**src/rtl/alu_cmd_pkg.sv**
```systemverilog
// ---------------------------------------------------------------------------
// alu_cmd_pkg
// Shared definitions for the ALU command sequencer and its reference model:
//   - ALU op encodings
//   - sequencer state type
//   - default operand width
// ---------------------------------------------------------------------------
package alu_cmd_pkg;

    localparam int DEFAULT_WIDTH = 4;

    localparam logic [1:0] OP_ADD     = 2'b00;
    localparam logic [1:0] OP_ABSDIFF = 2'b01;
    localparam logic [1:0] OP_SUB     = 2'b10;
    localparam logic [1:0] OP_ADD_ALT = 2'b11;

    typedef enum logic [1:0] {
        IDLE   = 2'd0,
        SETTLE = 2'd1,
        RESP   = 2'd2
    } state_t;

endpackage

```
**src/rtl/alu_ref_model.sv**
```systemverilog
// ---------------------------------------------------------------------------
// alu_ref_model
// Purely combinational reference for the external gate-level ALU. Used by the
// sequencer's optional result checker (ALU_CMD_SEQUENCER_CHECK_EN).
//
// Ports:
//   a_i, b_i     operands (WIDTH)
//   op_i         00 A+B, 01 |A-B|, 10 A-B, 11 A+B
//   result_o     result (WIDTH), mod 2^WIDTH
//   zero_o       raw sum/difference is zero (before magnitude)
//   overflow_o   carry into MSB XOR carry out of the add/sub stage
// ---------------------------------------------------------------------------
module alu_ref_model
    import alu_cmd_pkg::*;
#(
    parameter int WIDTH = DEFAULT_WIDTH
) (
    input  logic [WIDTH-1:0] a_i,
    input  logic [WIDTH-1:0] b_i,
    input  logic [1:0]       op_i,
    output logic [WIDTH-1:0] result_o,
    output logic             zero_o,
    output logic             overflow_o
);

    logic             sub_en;
    logic [WIDTH-1:0] b_eff;
    logic [WIDTH:0]   sum;
    logic [WIDTH-1:0] raw;
    logic             carry_msb;

    always_comb begin
        sub_en    = (op_i == OP_SUB) || (op_i == OP_ABSDIFF);
        // Subtraction as A + ~B + 1, matching the ALU's single adder stage.
        b_eff     = sub_en ? ~b_i : b_i;
        sum       = {1'b0, a_i} + {1'b0, b_eff} + {{WIDTH{1'b0}}, sub_en};
        raw       = sum[WIDTH-1:0];
        carry_msb = a_i[WIDTH-1] ^ b_eff[WIDTH-1] ^ raw[WIDTH-1];
        overflow_o = carry_msb ^ sum[WIDTH];
        zero_o     = (raw == {WIDTH{1'b0}});
        // Magnitude of the most negative difference wraps back to itself.
        if ((op_i == OP_ABSDIFF) && raw[WIDTH-1]) begin
            result_o = ~raw + {{(WIDTH-1){1'b0}}, 1'b1};
        end else begin
            result_o = raw;
        end
    end

endmodule

```
**src/rtl/alu_cmd_sequencer.sv**
```systemverilog
// ---------------------------------------------------------------------------
// alu_cmd_sequencer
// Drives a gate-level ALU from registered operands, waits SETTLE_CYCLES for
// the gates to settle, then captures result/flags into a response channel.
// A WIDTH-bit accumulator holds the last captured result so commands can be
// chained without external readback.
//
// Optional build macro ALU_CMD_SEQUENCER_CHECK_EN: instantiates alu_ref_model
// and sets the sticky chk_err flag whenever the captured ALU outputs disagree
// with it. Without the macro chk_err is tied low. Port list is identical.
//
// Ports:
//   clk, rst_n                       clock, async active-low reset
//   cmd_valid/cmd_ready              command handshake
//   cmd_a, cmd_b, cmd_op, cmd_use_acc command payload
//   alu_a, alu_b, alu_op             registered drive to the ALU
//   alu_result, alu_zero, alu_overflow ALU outputs
//   rsp_valid/rsp_ready              response handshake
//   rsp_result, rsp_zero, rsp_overflow captured response
//   acc                              accumulator
//   chk_err                          sticky reference mismatch flag
//
// State | meaning
// IDLE   | ready for a command; ALU drive holds the previous command
// SETTLE | ALU driven, counting down the settle interval
// RESP   | response presented, waiting for rsp_ready
// ---------------------------------------------------------------------------
module alu_cmd_sequencer
    import alu_cmd_pkg::*;
#(
    parameter int WIDTH         = DEFAULT_WIDTH,
    parameter int SETTLE_CYCLES = 4
) (
    input  logic             clk,
    input  logic             rst_n,
    input  logic             cmd_valid,
    output logic             cmd_ready,
    input  logic [WIDTH-1:0] cmd_a,
    input  logic [WIDTH-1:0] cmd_b,
    input  logic [1:0]       cmd_op,
    input  logic             cmd_use_acc,
    output logic [WIDTH-1:0] alu_a,
    output logic [WIDTH-1:0] alu_b,
    output logic [1:0]       alu_op,
    input  logic [WIDTH-1:0] alu_result,
    input  logic             alu_zero,
    input  logic             alu_overflow,
    output logic             rsp_valid,
    input  logic             rsp_ready,
    output logic [WIDTH-1:0] rsp_result,
    output logic             rsp_zero,
    output logic             rsp_overflow,
    output logic [WIDTH-1:0] acc,
    output logic             chk_err
);

    localparam int         CNT_W    = 4;
    localparam logic [CNT_W-1:0] CNT_INIT = CNT_W'(SETTLE_CYCLES - 1);

    state_t           state_q, state_d;
    logic [CNT_W-1:0] cnt_q, cnt_d;
    logic [WIDTH-1:0] alu_a_q, alu_a_d;
    logic [WIDTH-1:0] alu_b_q, alu_b_d;
    logic [1:0]       alu_op_q, alu_op_d;
    logic [WIDTH-1:0] rsp_result_q, rsp_result_d;
    logic             rsp_zero_q, rsp_zero_d;
    logic             rsp_ovf_q, rsp_ovf_d;
    logic [WIDTH-1:0] acc_q, acc_d;
    logic             capture;

    always_ff @(posedge clk or negedge rst_n) begin
        if (!rst_n) begin
            state_q      <= IDLE;
            cnt_q        <= '0;
            alu_a_q      <= '0;
            alu_b_q      <= '0;
            alu_op_q     <= '0;
            rsp_result_q <= '0;
            rsp_zero_q   <= 1'b0;
            rsp_ovf_q    <= 1'b0;
            acc_q        <= '0;
        end else begin
            state_q      <= state_d;
            cnt_q        <= cnt_d;
            alu_a_q      <= alu_a_d;
            alu_b_q      <= alu_b_d;
            alu_op_q     <= alu_op_d;
            rsp_result_q <= rsp_result_d;
            rsp_zero_q   <= rsp_zero_d;
            rsp_ovf_q    <= rsp_ovf_d;
            acc_q        <= acc_d;
        end
    end

    always_comb begin
        state_d      = state_q;
        cnt_d        = cnt_q;
        alu_a_d      = alu_a_q;
        alu_b_d      = alu_b_q;
        alu_op_d     = alu_op_q;
        rsp_result_d = rsp_result_q;
        rsp_zero_d   = rsp_zero_q;
        rsp_ovf_d    = rsp_ovf_q;
        acc_d        = acc_q;
        capture      = 1'b0;

        case (state_q)
            IDLE: begin
                if (cmd_valid) begin
                    alu_a_d  = cmd_use_acc ? acc_q : cmd_a;
                    alu_b_d  = cmd_b;
                    alu_op_d = cmd_op;
                    cnt_d    = CNT_INIT;
                    state_d  = SETTLE;
                end
            end
            SETTLE: begin
                if (cnt_q != '0) begin
                    cnt_d = cnt_q - CNT_W'(1);
                end else begin
                    capture      = 1'b1;
                    rsp_result_d = alu_result;
                    rsp_zero_d   = alu_zero;
                    rsp_ovf_d    = alu_overflow;
                    acc_d        = alu_result;
                    state_d      = RESP;
                end
            end
            RESP: begin
                if (rsp_ready) begin
                    state_d = IDLE;
                end
            end
            default: state_d = IDLE;
        endcase
    end

    // Gate with rst_n so the channel reads not-ready while reset is held.
    assign cmd_ready    = rst_n && (state_q == IDLE);
    assign rsp_valid    = (state_q == RESP);
    assign alu_a        = alu_a_q;
    assign alu_b        = alu_b_q;
    assign alu_op       = alu_op_q;
    assign rsp_result   = rsp_result_q;
    assign rsp_zero     = rsp_zero_q;
    assign rsp_overflow = rsp_ovf_q;
    assign acc          = acc_q;

`ifdef ALU_CMD_SEQUENCER_CHECK_EN
    logic [WIDTH-1:0] ref_result;
    logic             ref_zero;
    logic             ref_ovf;
    logic             chk_err_q, chk_err_d;

    alu_ref_model #(.WIDTH(WIDTH)) u_ref (
        .a_i        (alu_a_q),
        .b_i        (alu_b_q),
        .op_i       (alu_op_q),
        .result_o   (ref_result),
        .zero_o     (ref_zero),
        .overflow_o (ref_ovf)
    );

    always_comb begin
        chk_err_d = chk_err_q;
        if (capture &&
            ({alu_result, alu_zero, alu_overflow} != {ref_result, ref_zero, ref_ovf})) begin
            chk_err_d = 1'b1;
        end
    end

    always_ff @(posedge clk or negedge rst_n) begin
        if (!rst_n) begin
            chk_err_q <= 1'b0;
        end else begin
            chk_err_q <= chk_err_d;
        end
    end

    assign chk_err = chk_err_q;
`else
    assign chk_err = 1'b0;
`endif

endmodule

```
**config.mk**
```make
export PLATFORM = sky130hd
export DESIGN_NAME = alu_cmd_sequencer
export DESIGN_NICKNAME = d
export VERILOG_FILES = /design/src/rtl/alu_cmd_pkg.sv /design/src/rtl/alu_ref_model.sv /design/src/rtl/alu_cmd_sequencer.sv
export SDC_FILE = /design/constraint.sdc
export NUM_CORES = 1
export LEC_CHECK = 0
export ABC_AREA = 1
export CORE_MARGIN = 4
export CORE_UTILIZATION = 42
export CTS_CLUSTER_SIZE = 24
export DETAILED_ROUTE_END_ITERATION = 8
export PLACE_DENSITY = 0.85
export SYNTH_ARGS = -nofsm -noshare
export SYNTH_HDL_FRONTEND = slang
export SYNTH_SLANG_ARGS = --single-unit
```
**constraint.sdc**
```tcl
create_clock -name clk -period 1.6 [get_ports clk]
set_input_delay 0.16 -clock clk [delete_from_list [all_inputs] [get_ports clk]]
set_output_delay 0.16 -clock clk [all_outputs]
set_load 0.02 [all_outputs]
```
==> reports/summary.txt, run 1 <==
status -> finished clean
Yosys reg bits -> 22
Synth Area per Inst -> 8.830 um^2
drt via density -> 4.615
startpoint types -> flip-flop
VDD IR-drop max -> 1.011 mV
Max-Cap Viols -> 0
Final HPWL DP -> 1845 um
Avg WL per Cell -> 11.95 um
CTS buffer count -> 3
GRT overflow -> 0
GRT Overall Usage -> 13.93%
Tightest Hold Check Type -> in -> async
I/O pins -> 44
WS Path Type -> reg -> out
CP peak stage delay -> 630 ps
First-pass DRT Iterations -> 4
clock-pin transition on the worst setup and hold timing paths -> 120 ps
Hold Fails Final Rpt -> 0
nets -> 188
leakage -> 0.7615 nW
kind of cell adding the most delay to the critical path -> buffers and inverters
Critical Path RT -> 1440 ps
Crit path depth -> 1
fin. max-slew vios -> 0
CTS tree -> yes
Yosys warning count -> 0
via count -> 900
Mapped Area -> 1086 um^2
Worst path slowest cell -> clkdlybuf4s50_1
Synth top area share -> 50.69%
vias in the first global route -> 850
first-pass GRT wire length -> 3732 um
initial core utilization -> 43.84%
Die ar. -> 3463 um^2
largest area contributor in the netlist -> dfrtp_1
number of port buffers -> 42
core area -> 2477 um^2
Cell Pwr Density -> 2028 nW/um^2
area of the multi-input gates -> 407.9 um^2
Buffers & Inverters on Critical Path -> 1
Worst R2R Path Depth -> 5
initial antenna violation count -> 0
Setup Buffers After CTS -> 0
# DRC -> 0
Routed WL -> 2330 um
sequential area share after synthesis -> 50.69%
initial detailed-routing violation count -> 23
Fin Setup TNS -> 0 ps
final antenna-violating net count -> 0
Tmin final -> 1506 ps
H-tree levels -> 1
crit path max fanout -> 4
GP Congestion -> 0.6997
period utilization -> 94.14%
Setup WS post-layout -> 93.77 ps
post-synth cell types -> 20
Crit. End Element -> primary output
later-pin clock latency in the skew report -> 300 ps
Clock Path Buffers -> 2
Cell Chain, Critical Path -> clkdlybuf4s50_1
area delta synth->final -> 41.47%
total power -> 0.003116 W
FF/Latch Area -> 550.5 um^2
post-placement setup slack -> 42.16 ps
fmax -> 663.9 MHz
die height -> 58.85 um
largest net degree at the start of global routing -> 23
Antenna diodes -> 0
chip width -> 58.85 um
Syn Nets -> 145
Sink Count -> 22
unrepaired setup endpoints after global routing -> no
CTS root buffer -> clkbuf_4
row count -> 18
final setup skew -> 3.861 ps
Fill cells -> 218
WP data arrival -> 1350 ps
endpoints failing setup -> 0
cells after synthesis -> 123
share of cells above drive strength 1 -> 13.33%
largest cells by area after synthesis -> dfrtp_1 51%, nand2_1 14%, inv_1 5.9%, o21ai_2 4.8%, o21ai_0 3.7%
-- cell families (layout without fill, tap and decap cells) --
family                     Yosys count  in the layout  synth area share, %
AOI/OAI and AO/OA                   18             18                10.60
adders and majority gates            1              1                1.152
DFF                                 22             22                50.69
buffers and inverters               25             67                11.75
other                                1              1               0.3453
and+or+nand+nor                     56             56                25.46
-- worst paths after layout --
| path | from | to | slack (ps) |
|---|---|---|---|
| min in group clk | cmd_b[0] | alu_b[0] | 390 |
| min | rst_n | alu_a[3] | 230 |
| max | rsp_result[2] | acc[2] | 90 |
| min reg2reg | alu_b[1] | alu_b[1] | 500 |
| max in group asynchronous | rst_n | state_q[1] | 1140 |
| max reg2reg | cnt_q[0] | rsp_result[0] | 240 |
-- report_power, final --
| part | leakage (nW) | switching [W] | internal [W] |
|---|---|---|---|
| clock | 0.0210 | 0.000162 | 0.000139 |
| combinational | 0.470 | 0.00101 | 0.000796 |
| sequential | 0.271 | 0.000180 | 0.000829 |
-- through the flow --
step	cells	hold WS, ps	instance area, um^2	utilization (%)
3_5_place_dp	191	470.5	1506	60.81
6_report	195	233.8	1536	62.02
2_1_floorplan	123	-135.6	1086	-
4_1_cts	195	238.1	1540	62.17
5_1_grt	195	265.3	1536	62.02
3_3_place_gp	191	462.2	1506	60.81
-- area by class of cell --
type,instances,share of cell area [%]
clock buffers,4,2.362
inverters,18,4.397
multi-input cells,76,26.55
flip-flops and latches,22,35.83
well taps,30,2.443
repair buffers,45,28.42
-- metal layers --
metal | vias to the layer above | track usage [%] | part of all wire [%]
met1 | 416 | 16.67 | 40
met5 | - | 0 | 0
met2 | 22 | 25.08 | 53
met4 | 0 | 4.854 | 0.73
li1 | 460 | - | -
met3 | 2 | 2.193 | 6.6
-- registers in the layout, indices dropped and copies added, names as in the netlist --
name and flops:
alu_a 4, alu_b 4, alu_op 2, cnt_q 4
rsp_overflow 1, rsp_result 4, rsp_zero 1, state_q 2
-- timing repair --
action	CTS	global route
endpoints found under the hold margin	0	0
pin swaps	0	0
setup endpoints to repair	2	1
resized for setup	2	2
hold buffers	0	0
-- synthesized netlist by cell type, drive strengths merged --
master,instances
nand2,44
dfrtp,22
inv,18
o21ai,16
buf,7
nand3,6
nor2,4
nand4,2
a21oi,1
conb,1
ha,1
o31ai,1
-- cells in the final DEF, fill, tap and decap left out --
master,Yosys,routed
dlygate4sd2_1,0,1
o31ai_1,1,1
nand4_4,1,1
buf_4,5,3
nor2_1,3,3
conb_1,1,1
nand4_1,1,1
inv_1,17,17
clkdlybuf4s50_1,0,40
clkbuf_8,0,1
o21ai_1,2,2
nand3_1,5,5
clkbuf_4,0,3
nand2_1,40,40
a21oi_1,1,1
nand3_4,1,1
clkbuf_2,0,1
inv_2,1,1
o21ai_2,6,6
nor2_8,1,1
nand2_2,4,4
o21ai_0,8,8
ha_1,1,1
dfrtp_1,22,22
(Power assumes the default switching activity.)
==> run 2: changes to the inputs <==
--- a/config.mk
+++ b/config.mk
@@ -6,7 +6,7 @@
 export NUM_CORES = 1
 export LEC_CHECK = 0
 export ABC_AREA = 1
-export CORE_MARGIN = 4
+export CORE_ASPECT_RATIO = 1.5
 export CORE_UTILIZATION = 42
 export CTS_CLUSTER_SIZE = 24
 export DETAILED_ROUTE_END_ITERATION = 8
==> run 2 against run 1 <==
Against the previous run:
- the flow now finishes with violations (design-rule violations)
- routed wire length decreased by 2.9%
- largest power group unchanged
- die area decreased by 19%
- register-to-register slack got worse by 50 ps
- highest routed layer unchanged
- largest cell class unchanged
- clock power about the same
==> reports/summary.txt, run 2 (same netlist as run 1, synthesis figures left out) <==
I/O pins -> 44 (unchanged)
endpoints failing setup -> 0 (unchanged)
later-pin clock latency in the skew report -> 300 ps (about the same)
final antenna-violating net count -> 0 (unchanged)
CP peak stage delay -> 630 ps (about the same)
Buffers & Inverters on Critical Path -> 1 (unchanged)
GRT overflow -> 0 (unchanged)
Fin Setup TNS -> 0 ps (unchanged)
row count -> 22 (+4)
GP Congestion -> 0.7546 (+7.8%)
startpoint types -> flip-flop
RR Startpoint -> cnt_q[0]
share of cells above drive strength 1 -> 13.33% (unchanged)
fmax -> 652.7 MHz (-1.7%)
Final Non-Filler Cells -> 189 (-3.1%)
vias in the first global route -> 837 (-1.5%)
initial detailed-routing violation count -> 19 (-17%)
total power -> 0.003133 W (+0.54%)
CTS root buffer -> clkbuf_4
R2R Setup Slk -> 190 ps (-50 ps)
unrepaired setup endpoints after global routing -> no
fin. max-slew vios -> 0 (unchanged)
kind of cell adding the most delay to the critical path -> buffers and inverters
Max-Cap Viols -> 0 (unchanged)
Tmin final -> 1532 ps (+25.83 ps)
# DRC -> 10 (+10)
initial core utilization -> 44.33% (+0.49 points)
Cell Pwr Density -> 2049 nW/um^2 (+1.0%)
period utilization -> 95.75% (+1.6 points)
initial antenna violation count -> 0 (unchanged)
violated checks -> design-rule violations
core area -> 2450 um^2 (-1.1%)
most frequent cells in the layout -> 40 x nand2_1, 40 x clkdlybuf4s50_1, 22 x dfrtp_1
area delta synth->final -> 40.78%
First-pass DRT Iterations -> 6 (+2)
number of port buffers -> 42 (unchanged)
Final HPWL DP -> 1785 um (-3.3%)
leakage -> 0.7615 nW (unchanged)
Cell Chain, Critical Path -> clkdlybuf4s50_1
Routed WL -> 2262 um (-2.9%)
R2R Path End -> rsp_result[0]
nets -> 188 (unchanged)
Worst path slowest cell -> clkdlybuf4s50_1
crit path max fanout -> 4 (unchanged)
clock-pin transition on the worst setup and hold timing paths -> 120 ps (about the same)
Avg WL per Cell -> 11.97 um (+0.16%)
status -> complete, but fails checks
Sink Count -> 22 (unchanged)
Worst R2R Path Depth -> 5 (unchanged)
Critical Path RT -> 1440 ps (about the same)
dpl cells -> 185 (-3.1%)
WP data arrival -> 1370 ps (+20 ps)
largest net degree at the start of global routing -> 23 (unchanged)
Die ar. -> 2797 um^2 (-19%)
Setup Buffers After CTS -> 0 (unchanged)
GRT Overall Usage -> 16.94% (+3.0 points)
Antenna diodes -> 0 (unchanged)
Tightest Hold Check Type -> in -> async
design area -> 1529 um^2 (-0.49%)
VDD IR-drop max -> 0.8915 mV (-12%)
worst hold margin -> 231.2 ps (-2.576 ps)
via count -> 928 (+3.1%)
H-tree levels -> 1 (unchanged)
CTS buffer count -> 3 (unchanged)
Clock Path Buffers -> 2 (unchanged)
CTS tree -> yes
drt via density -> 4.910 (+6.4%)
WS Path Type -> reg -> out
post-placement cell area -> 1499 um^2 (-0.50%)
hold_buf cts -> 0 (unchanged)
Crit. End Element -> primary output
Hold Fails Final Rpt -> 0 (unchanged)
chip width -> 43.52 um (-26%)
final setup skew -> 4.307 ps (+0.4464 ps)
die height -> 64.28 um (+9.2%)
first-pass GRT wire length -> 3567 um (-4.4%)
==> run 2: worst max path at each step <==
stage                  startpoint  depth (start not counted)            end  slack [ps]
floorplan                cnt_q[0]                          6  rsp_result[2]         410
global placement            rst_n                          4      cmd_ready          80
detailed placement          rst_n                          4      cmd_ready          60
CTS                 rsp_result[2]                          1         acc[2]          60
global route        rsp_result[1]                          1         acc[1]           2
finish              rsp_result[2]                          1         acc[2]          70
==> run 2: report_power, final <==
group	leakage [nW]	internal [W]	switching, W
registers	0.271	0.000829	0.000187
clock network	0.0210	0.000139	0.000162
logic	0.470	0.000797	0.00102
total	0.761	0.00176	0.00137
==> run 2: timing repair <==
| item | CTS | global route |
|---|---|---|
| endpoints found under the setup margin | 2 | 1 |
| pin swaps | 0 | 0 |
| resized for setup | 2 | 2 |
==> run 2: metal layers <==
| metal | wire length, um | GRT usage (%) |
|---|---|---|
| met5 | 0 | 0 |
| met4 | 12 | 5.469 |
| met3 | 102 | 1.977 |
| met2 | 1270 | 32.39 |
| met1 | 877 | 18.46 |
==> run 2: final cells by class <==
class | count | area, um^2
repair buffers | 45 | 436.7
clock buffers | 4 | 36.28
fillers | 204 | 920.9
multi-input cells | 76 | 407.9
well taps | 24 | 30.03
inverters | 18 | 67.56
flip-flops and latches | 22 | 550.5
==> run 2: metrics by stage <==
step | worst slack (ps) | util [%]
6_report | 67.94 | 62.41
5_1_grt | 1.852 | 62.41
4_1_cts | 56.36 | 62.56
3_5_place_dp | 64.96 | 61.18
3_3_place_gp | 77.57 | 61.18
2_1_floorplan | 407.8 | -
